**config.mk**
```make
export PLATFORM = sky130hd
export DESIGN_NAME = pipeline_ctrl_flat
export DESIGN_NICKNAME = d
export VERILOG_FILES = /design/src/rtl/cpu_ctrl_pkg.sv /design/src/rtl/pipeline_ctrl_if.sv /design/src/rtl/sat_counter.sv /design/src/rtl/pipeline_ctrl.sv /design/src/flat_wrapper.sv
export SDC_FILE = /design/constraint.sdc
export NUM_CORES = 1
export LEC_CHECK = 0
export CORE_AREA = 2 2 71 73
export CTS_BUF_LIST = sky130_fd_sc_hd__clkbuf_8
export CTS_CLUSTER_DIAMETER = 200
export DETAILED_ROUTE_END_ITERATION = 6
export DIE_AREA = 0 0 73 75
export PLACE_DENSITY = 0.76
export SLEW_MARGIN = 20
export SYNTH_ARGS = -nofsm -noshare
export SYNTH_HDL_FRONTEND = slang
export SYNTH_SLANG_ARGS = --single-unit
```
**constraint.sdc**
```tcl
create_clock -name clk_i -period 2.21 [get_ports clk_i]
set_input_delay 0.221 -clock clk_i [delete_from_list [all_inputs] [get_ports clk_i]]
set_output_delay 0.221 -clock clk_i [all_outputs]
set_load 0.005 [all_outputs]
```
**src/rtl/cpu_ctrl_pkg.sv**
```systemverilog
// Shared types and constants for the pipeline stall/flush scheduler.
package cpu_ctrl_pkg;

  localparam int STATE_W         = 2;
  localparam int MEM_TIMEOUT_DEF = 16;

  typedef enum logic [STATE_W-1:0] {
    IDLE     = 2'd0,
    RUN      = 2'd1,
    MEM_WAIT = 2'd2,
    ERROR    = 2'd3
  } state_e;

  typedef struct packed {
    logic pc_we;
    logic ifid_en;
    logic ifid_flush;
    logic idex_en;
    logic idex_flush;
    logic exmem_en;
    logic memwb_en;
    logic memwb_bubble;
  } ctl_t;

  // Control patterns: frozen, free-running, load-use hold, branch squash, memory stall.
  localparam ctl_t CTL_OFF = 8'b0000_0000;
  localparam ctl_t CTL_ALL = 8'b1101_0110;
  localparam ctl_t CTL_LU  = 8'b0001_1110;
  localparam ctl_t CTL_BR  = 8'b1111_0110;
  localparam ctl_t CTL_MS  = 8'b0000_0011;

endpackage

```
**src/rtl/pipeline_ctrl_if.sv**
```systemverilog
// Hazard inputs and stage-register controls exchanged between the datapath and the scheduler.
interface pipeline_ctrl_if
  import cpu_ctrl_pkg::*;
#(
  parameter int CNT_W = 32
);
  logic               start_i;
  logic               hz_load_use_i;
  logic               br_taken_i;
  logic               mem_req_i;
  logic               mem_ack_i;
  logic               pc_we_o;
  logic               ifid_en_o;
  logic               ifid_flush_o;
  logic               idex_en_o;
  logic               idex_flush_o;
  logic               exmem_en_o;
  logic               memwb_en_o;
  logic               memwb_bubble_o;
  logic [STATE_W-1:0] state_o;
  logic               err_o;
  logic [CNT_W-1:0]   stall_cnt_o;

  modport slave (
    input  start_i, hz_load_use_i, br_taken_i, mem_req_i, mem_ack_i,
    output pc_we_o, ifid_en_o, ifid_flush_o, idex_en_o, idex_flush_o,
           exmem_en_o, memwb_en_o, memwb_bubble_o, state_o, err_o, stall_cnt_o
  );

  modport master (
    output start_i, hz_load_use_i, br_taken_i, mem_req_i, mem_ack_i,
    input  pc_we_o, ifid_en_o, ifid_flush_o, idex_en_o, idex_flush_o,
           exmem_en_o, memwb_en_o, memwb_bubble_o, state_o, err_o, stall_cnt_o
  );
endinterface

```
**src/rtl/sat_counter.sv**
```systemverilog
// Saturating up-counter; clear has priority and loads the inc bit so a count can restart at 1.
module sat_counter #(
  parameter int W = 8
) (
  input  logic         clk_i,
  input  logic         rst_ni,
  input  logic         clear_i,
  input  logic         inc_i,
  output logic [W-1:0] count_o
);

  logic [W-1:0] count_q, count_d;

  always_comb begin
    count_d = count_q;
    if (clear_i) begin
      count_d    = '0;
      count_d[0] = inc_i;
    end else if (inc_i && (count_q != {W{1'b1}})) begin
      count_d = count_q + W'(1);
    end
  end

  always_ff @(posedge clk_i or negedge rst_ni) begin
    if (!rst_ni) count_q <= '0;
    else         count_q <= count_d;
  end

  assign count_o = count_q;

endmodule

```
**src/rtl/pipeline_ctrl.sv**
```systemverilog
// Single owner of pipeline advance: Mealy stall/flush scheduler with memory-timeout detection.
module pipeline_ctrl
  import cpu_ctrl_pkg::*;
#(
  parameter int MEM_TIMEOUT = MEM_TIMEOUT_DEF,
  parameter int CNT_W       = 32
) (
  input  logic            clk_i,
  input  logic            rst_i,
  pipeline_ctrl_if.slave  bus
);

  localparam int              WAIT_W    = $clog2(MEM_TIMEOUT + 1);
  localparam logic [WAIT_W-1:0] WAIT_LAST = WAIT_W'(MEM_TIMEOUT - 1);

  state_e              state_q, state_d;
  ctl_t                ctl;
  ctl_t                front;
  logic                mem_stall, mem_done;
  logic                wait_clr, wait_inc;
  logic [WAIT_W-1:0]   wait_cnt;
  logic                stall_inc;

  assign mem_stall = bus.mem_req_i & ~bus.mem_ack_i;
  assign mem_done  = bus.mem_req_i &  bus.mem_ack_i;

  // Front-end rules shared by RUN and the MEM_WAIT completion cycle; load-use masks the branch.
  always_comb begin
    front = CTL_ALL;
    if (bus.hz_load_use_i)   front = CTL_LU;
    else if (bus.br_taken_i) front = CTL_BR;
  end

  always_ff @(posedge clk_i or negedge rst_i) begin
    if (!rst_i) state_q <= IDLE;
    else        state_q <= state_d;
  end

  always_comb begin
    state_d  = state_q;
    ctl      = CTL_OFF;
    wait_clr = 1'b0;
    wait_inc = 1'b0;
    unique case (state_q)
      IDLE: begin
        if (bus.start_i) state_d = RUN;
      end
      RUN: begin
        wait_clr = 1'b1;
        if (!bus.start_i) begin
          state_d = IDLE;
        end else if (mem_stall) begin
          ctl      = CTL_MS;
          wait_inc = 1'b1;
          state_d  = (MEM_TIMEOUT == 1) ? ERROR : MEM_WAIT;
        end else begin
          ctl = front;
        end
      end
      MEM_WAIT: begin
        if (mem_done) begin
          ctl     = front;
          state_d = bus.start_i ? RUN : IDLE;
        end else begin
          // wait_cnt already holds the stalled cycles before this one.
          ctl      = CTL_MS;
          wait_inc = 1'b1;
          if (wait_cnt == WAIT_LAST) state_d = ERROR;
        end
      end
      ERROR: begin
        state_d = ERROR;
      end
      default: state_d = IDLE;
    endcase
  end

  assign stall_inc = ((state_q == RUN) || (state_q == MEM_WAIT)) && bus.start_i && !ctl.pc_we;

  sat_counter #(.W(WAIT_W)) u_wait_cnt (
    .clk_i   (clk_i),
    .rst_ni  (rst_i),
    .clear_i (wait_clr),
    .inc_i   (wait_inc),
    .count_o (wait_cnt)
  );

  sat_counter #(.W(CNT_W)) u_stall_cnt (
    .clk_i   (clk_i),
    .rst_ni  (rst_i),
    .clear_i (1'b0),
    .inc_i   (stall_inc),
    .count_o (bus.stall_cnt_o)
  );

  assign bus.pc_we_o        = ctl.pc_we;
  assign bus.ifid_en_o      = ctl.ifid_en;
  assign bus.ifid_flush_o   = ctl.ifid_flush;
  assign bus.idex_en_o      = ctl.idex_en;
  assign bus.idex_flush_o   = ctl.idex_flush;
  assign bus.exmem_en_o     = ctl.exmem_en;
  assign bus.memwb_en_o     = ctl.memwb_en;
  assign bus.memwb_bubble_o = ctl.memwb_bubble;
  assign bus.state_o        = state_q;
  assign bus.err_o          = (state_q == ERROR);

endmodule

```
**src/flat_wrapper.sv**
```systemverilog
// flat-port wrapper written by rule: the top's interface ports become plain ports
module pipeline_ctrl_flat import cpu_ctrl_pkg::*;
#(
  parameter int MEM_TIMEOUT = MEM_TIMEOUT_DEF,
  parameter int CNT_W       = 32
)
  (clk_i, rst_i, bus_start_i, bus_hz_load_use_i, bus_br_taken_i, bus_mem_req_i, bus_mem_ack_i, bus_pc_we_o, bus_ifid_en_o, bus_ifid_flush_o, bus_idex_en_o, bus_idex_flush_o, bus_exmem_en_o, bus_memwb_en_o, bus_memwb_bubble_o, bus_state_o, bus_err_o, bus_stall_cnt_o);
  pipeline_ctrl_if #(.CNT_W(CNT_W)) bus_i ();
  input  logic clk_i;
  input  logic rst_i;
  input wire logic [$bits(bus_i.start_i)-1:0] bus_start_i;
  input wire logic [$bits(bus_i.hz_load_use_i)-1:0] bus_hz_load_use_i;
  input wire logic [$bits(bus_i.br_taken_i)-1:0] bus_br_taken_i;
  input wire logic [$bits(bus_i.mem_req_i)-1:0] bus_mem_req_i;
  input wire logic [$bits(bus_i.mem_ack_i)-1:0] bus_mem_ack_i;
  output wire logic [$bits(bus_i.pc_we_o)-1:0] bus_pc_we_o;
  output wire logic [$bits(bus_i.ifid_en_o)-1:0] bus_ifid_en_o;
  output wire logic [$bits(bus_i.ifid_flush_o)-1:0] bus_ifid_flush_o;
  output wire logic [$bits(bus_i.idex_en_o)-1:0] bus_idex_en_o;
  output wire logic [$bits(bus_i.idex_flush_o)-1:0] bus_idex_flush_o;
  output wire logic [$bits(bus_i.exmem_en_o)-1:0] bus_exmem_en_o;
  output wire logic [$bits(bus_i.memwb_en_o)-1:0] bus_memwb_en_o;
  output wire logic [$bits(bus_i.memwb_bubble_o)-1:0] bus_memwb_bubble_o;
  output wire logic [$bits(bus_i.state_o)-1:0] bus_state_o;
  output wire logic [$bits(bus_i.err_o)-1:0] bus_err_o;
  output wire logic [$bits(bus_i.stall_cnt_o)-1:0] bus_stall_cnt_o;
  assign bus_i.start_i = bus_start_i;
  assign bus_i.hz_load_use_i = bus_hz_load_use_i;
  assign bus_i.br_taken_i = bus_br_taken_i;
  assign bus_i.mem_req_i = bus_mem_req_i;
  assign bus_i.mem_ack_i = bus_mem_ack_i;
  assign bus_pc_we_o = bus_i.pc_we_o;
  assign bus_ifid_en_o = bus_i.ifid_en_o;
  assign bus_ifid_flush_o = bus_i.ifid_flush_o;
  assign bus_idex_en_o = bus_i.idex_en_o;
  assign bus_idex_flush_o = bus_i.idex_flush_o;
  assign bus_exmem_en_o = bus_i.exmem_en_o;
  assign bus_memwb_en_o = bus_i.memwb_en_o;
  assign bus_memwb_bubble_o = bus_i.memwb_bubble_o;
  assign bus_state_o = bus_i.state_o;
  assign bus_err_o = bus_i.err_o;
  assign bus_stall_cnt_o = bus_i.stall_cnt_o;
  pipeline_ctrl #(.MEM_TIMEOUT(MEM_TIMEOUT), .CNT_W(CNT_W)) u_core (.clk_i(clk_i), .rst_i(rst_i), .bus(bus_i));
endmodule
```
==> impl_metrics.py <==
metrics = {
    "status": {
        "status": "finished, final reports clean",
    },
    "route": {
        "post_drt_wl_per_cell_um": 13.4,
        "post_drt_via_cell_ratio": 5.27,
        "drt_pass1_iterations": 4,
        "dr_total_vias": 1744,
        "drt_drc_violations_left": 0,
        "postRouteWirelength_um": 4430,
        "drt_iter0_markers": 119,
        "postRouteAntennaNets": 0,
    },
    "clock_tree": {
        "clock_tree.htree_level_count": 2,
        "tritoncts": "yes",
        "numCtsBuffers": 5,
        "cts_hold_buffers": 0,
        "worst_setup_hold_path_clk_slew_ps": 70,
        "clock_latency_of_the_later_clocked_register_in_the_worst_skew_pair_ps": 290,
        "clock_path_buffers": 2,
        "clkSinkCount": 39,
        "cts-root-buf": "clkbuf_8",
    },
    "critical_path": {
        "r2r_cells": 9,
        "worstSetupPathType": "reg2reg",
        "timing.critical_path.buf_inv": 3,
        "worstPathCellList": "buf_4 -> ha_4 -> a22oi_2 -> o311ai_2 -> buf_4 -> a311o_1 -> buf_6 -> nor2_2 -> xor2_1",
        "critical_path.endpoint_type": "register",
        "r2r-end": "u_core.u_stall_cnt.count_o[23]$_DFFE_PN0P_",
        "crit_path_start_kind": "register",
        "critical_path.max_stage_delay_ps": 390,
        "critPathMostFrequentCell": "buf_4",
        "ff2ff_setup_slack_ps": 130,
        "worstPathRequired_ps": 2420,
        "worstReg2RegStart": "u_core.bus.state_o[0]$_DFFE_PN0P_",
        "worstPathArrival_ps": 2290,
        "worst_path_max_delay_cell": "dfrtp_1",
        "path_delay_family": "compound AO/OA/AOI/OAI gates",
        "maximum_fanout_count_along_the_critical_path": 6,
    },
    "placement": {
        "numPortBuffers": 49,
        "gp_congestion": 0.902,
        "dp_worst_setup_slack_ps": -4.62,
        "detailedPlacementHpwl_um": 3210,
        "dpl.cell_count": 317,
        "detailed_place.area_um2": 2720,
    },
    "global_routing": {
        "grt_use_total_pct": 17.8,
        "grt_antenna_before_repair": 0,
        "grt_pass1_wl_um": 7530,
        "first_global_vias": 1673,
        "grt_overflow_total": 0,
        "grt_max_degree": 40,
    },
    "die": {
        "design.portCount": 50,
        "fp.dieH_um": 75,
        "placement_row_count": 25,
        "core_area_um2": 4660,
        "die_area_um2": 5480,
        "die_width_um": 73,
        "initial_core_util_pct": 45.5,
    },
    "layout": {
        "final_area_um2": 2950,
        "areaGrowthSynthToFinish_pct": 39.1,
        "layout.cells.most_common": "clkdlybuf4s50_1",
        "antenna_cells": 0,
        "instances_no_fill": 331,
        "fillCellCount": 376,
        "layout.cells.most_common_list": "clkdlybuf4s50_1, dfrtp_1, nand2_1, xnor2_1, buf_4",
        "final_core_utilization_pct": 63.3,
        "nets": 292,
        "layout_cell_share_with_drive_strength_beyond_1_pct": 18.8,
    },
    "synth": {
        "syn-cell-area_um2": 2120,
        "synth_top_family_by_area": "simple AND/OR/NAND/NOR gates",
        "yosys.area_share.simple_pct": 25.6,
        "ys_async_rst_share_pct": 100,
        "ys_warn_count": 0,
        "synth_enable_flop_cells": 0,
        "syn_nets": 224,
        "netlist_instances": 208,
        "post_synth_mux_area_share_pct": 2.07,
        "post_synth_fa_ha_maj_area_fraction_pct": 5.31,
        "synth_xor_area_share_pct": 12.4,
        "synth.ff_latch_count": 39,
        "synth.yosys.seq_area_share_pct": 46.0,
        "dominantRegCellSynth": "dfrtp_1",
        "synth_compound_area_share_pct": 5.61,
        "synth_area_per_cell_um2": 10.2,
        "yosysUniqueCellTypes": 44,
    },
    "power": {
        "p_per_area_nw_per_um2": 791,
        "power.ir.vdd_worst_uv": 518,
        "power_leakage_nw": 1.39,
        "design_power_total_mw": 2.33,
    },
    "timing": {
        "max_freq_mhz": 481,
        "fin_crit_sh_pct": 94.1,
        "setup_viol": 0,
        "sum_of_negative_setup_slack_ps": 0,
        "timing.final.ws_setup_ps": 129,
        "final_hold_viol_count": 0,
        "finalHoldWorstSlack_ps": 36.2,
        "clock_skew_ps": 6.78,
        "final-max-slew-violation-count": 0,
        "min_period_ps": 2080,
        "worst-slew-pin-transition_ps": 853,
        "max_slew_margin_pct": 43.1,
    },
    "worst_hold_path": {
        "worstHoldPathType": "in2async",
    },
    "run": {
        "max_cap_violation_count": 0,
    },
}
## synth_stat cells (2+ instances only)
library cell	instances	area [um^2]
dfrtp_1	39	976
nor2_1	15	56.3
a21oi_1	6	30.0
nand2b_1	2	12.5
nand3_1	8	40.0
or3_1	3	18.8
nand4_1	15	93.8
buf_4	2	15.0
and2_1	2	12.5
inv_1	6	22.5
nor2_2	8	50.1
xor2_1	14	123
a211oi_1	2	15.0
nor2b_1	4	25.0
nor3_1	2	10.0
and3_1	4	25.0
ha_1	9	113
nand2_1	23	86.3
mux2_2	3	33.8
xnor2_1	16	140
buf_2	2	10.0
## worst register-to-register path, cell delays in order (launching register included)
cell,delay (ps)
dfrtp_1,390
buf_4,150
ha_4,160
a22oi_2,210
o311ai_2,150
buf_4,170
a311o_1,350
buf_6,160
nor2_2,110
xor2_1,160
## kinds of logic (layout without fill, tap and decap cells)
logic type,Yosys count,in the layout
flops,39,39
buf+inv,12,81
xor+xnor,30,30
compound gates,17,17
simple gates,97,97
mux,4,4
fa+ha+maj,9,9
## per-layer routing
layer  up-vias  routed length, um  part of all wire (%)  GRT usage [%]
li1        858                  -                     -              -
met1       830               2090                    47           23.9
met2        48               2010                    45           27.9
met3         8                266                   6.0           5.49
met4         0                 74                   1.7           5.56
met5         -                  0                     0              0
## worst max path at each step
| stage | depth (start not counted) | startpoint | endpoint | slack [ps] |
|---|---|---|---|---|
| after floorplan | 8 | u_core.bus.state_o[1]$_DFFE_PN0P_ | u_core.u_stall_cnt.count_o[20]$_DFFE_PN0P_ | 120 |
| after global placement | 7 | bus_mem_req_i | u_core.u_stall_cnt.count_o[20]$_DFFE_PN0P_ | 20 |
| after detailed placement | 6 | bus_mem_req_i | bus_ifid_flush_o | -5 |
| after CTS | 6 | u_core.bus.state_o[1]$_DFFE_PN0P_ | bus_ifid_flush_o | -80 |
| after global routing | 9 | u_core.bus.state_o[0]$_DFFE_PN0P_ | u_core.u_stall_cnt.count_o[23]$_DFFE_PN0P_ | -7 |
| final | 9 | u_core.bus.state_o[0]$_DFFE_PN0P_ | u_core.u_stall_cnt.count_o[23]$_DFFE_PN0P_ | 130 |
## report_power, final
group / internal (mW) / switching [mW] / total (mW)
Clock: 0.212 / 0.235 / 0.447
Sequential: 0.804 / 0.115 / 0.918
Combinational: 0.567 / 0.400 / 0.967
## state kept, by name (all words and copies together), names as in the netlist
register	flops
u_core.bus.state_o	2
u_core.u_wait_cnt.count_o	5
u_core.u_stall_cnt.count_o	32
## area by class of cell
type | count | area, um^2 | area share [%]
clock inverters | 3 | 12.5 | 0.424
inverters | 6 | 22.5 | 0.764
well taps | 54 | 67.6 | 2.29
flip-flops and latches | 39 | 977 | 33.1
repair buffers | 67 | 651 | 22.1
multi-input cells | 157 | 1150 | 39.0
clock buffers | 5 | 68.8 | 2.33
## repair_timing
action	4_1_cts	5_1_grt
pin swaps	1	1
resized for setup	9	13
setup buffers	2	4
setup endpoints to repair	7	14
cloned	0	0
No activity file was read; power rests on OpenSTA's default activity.
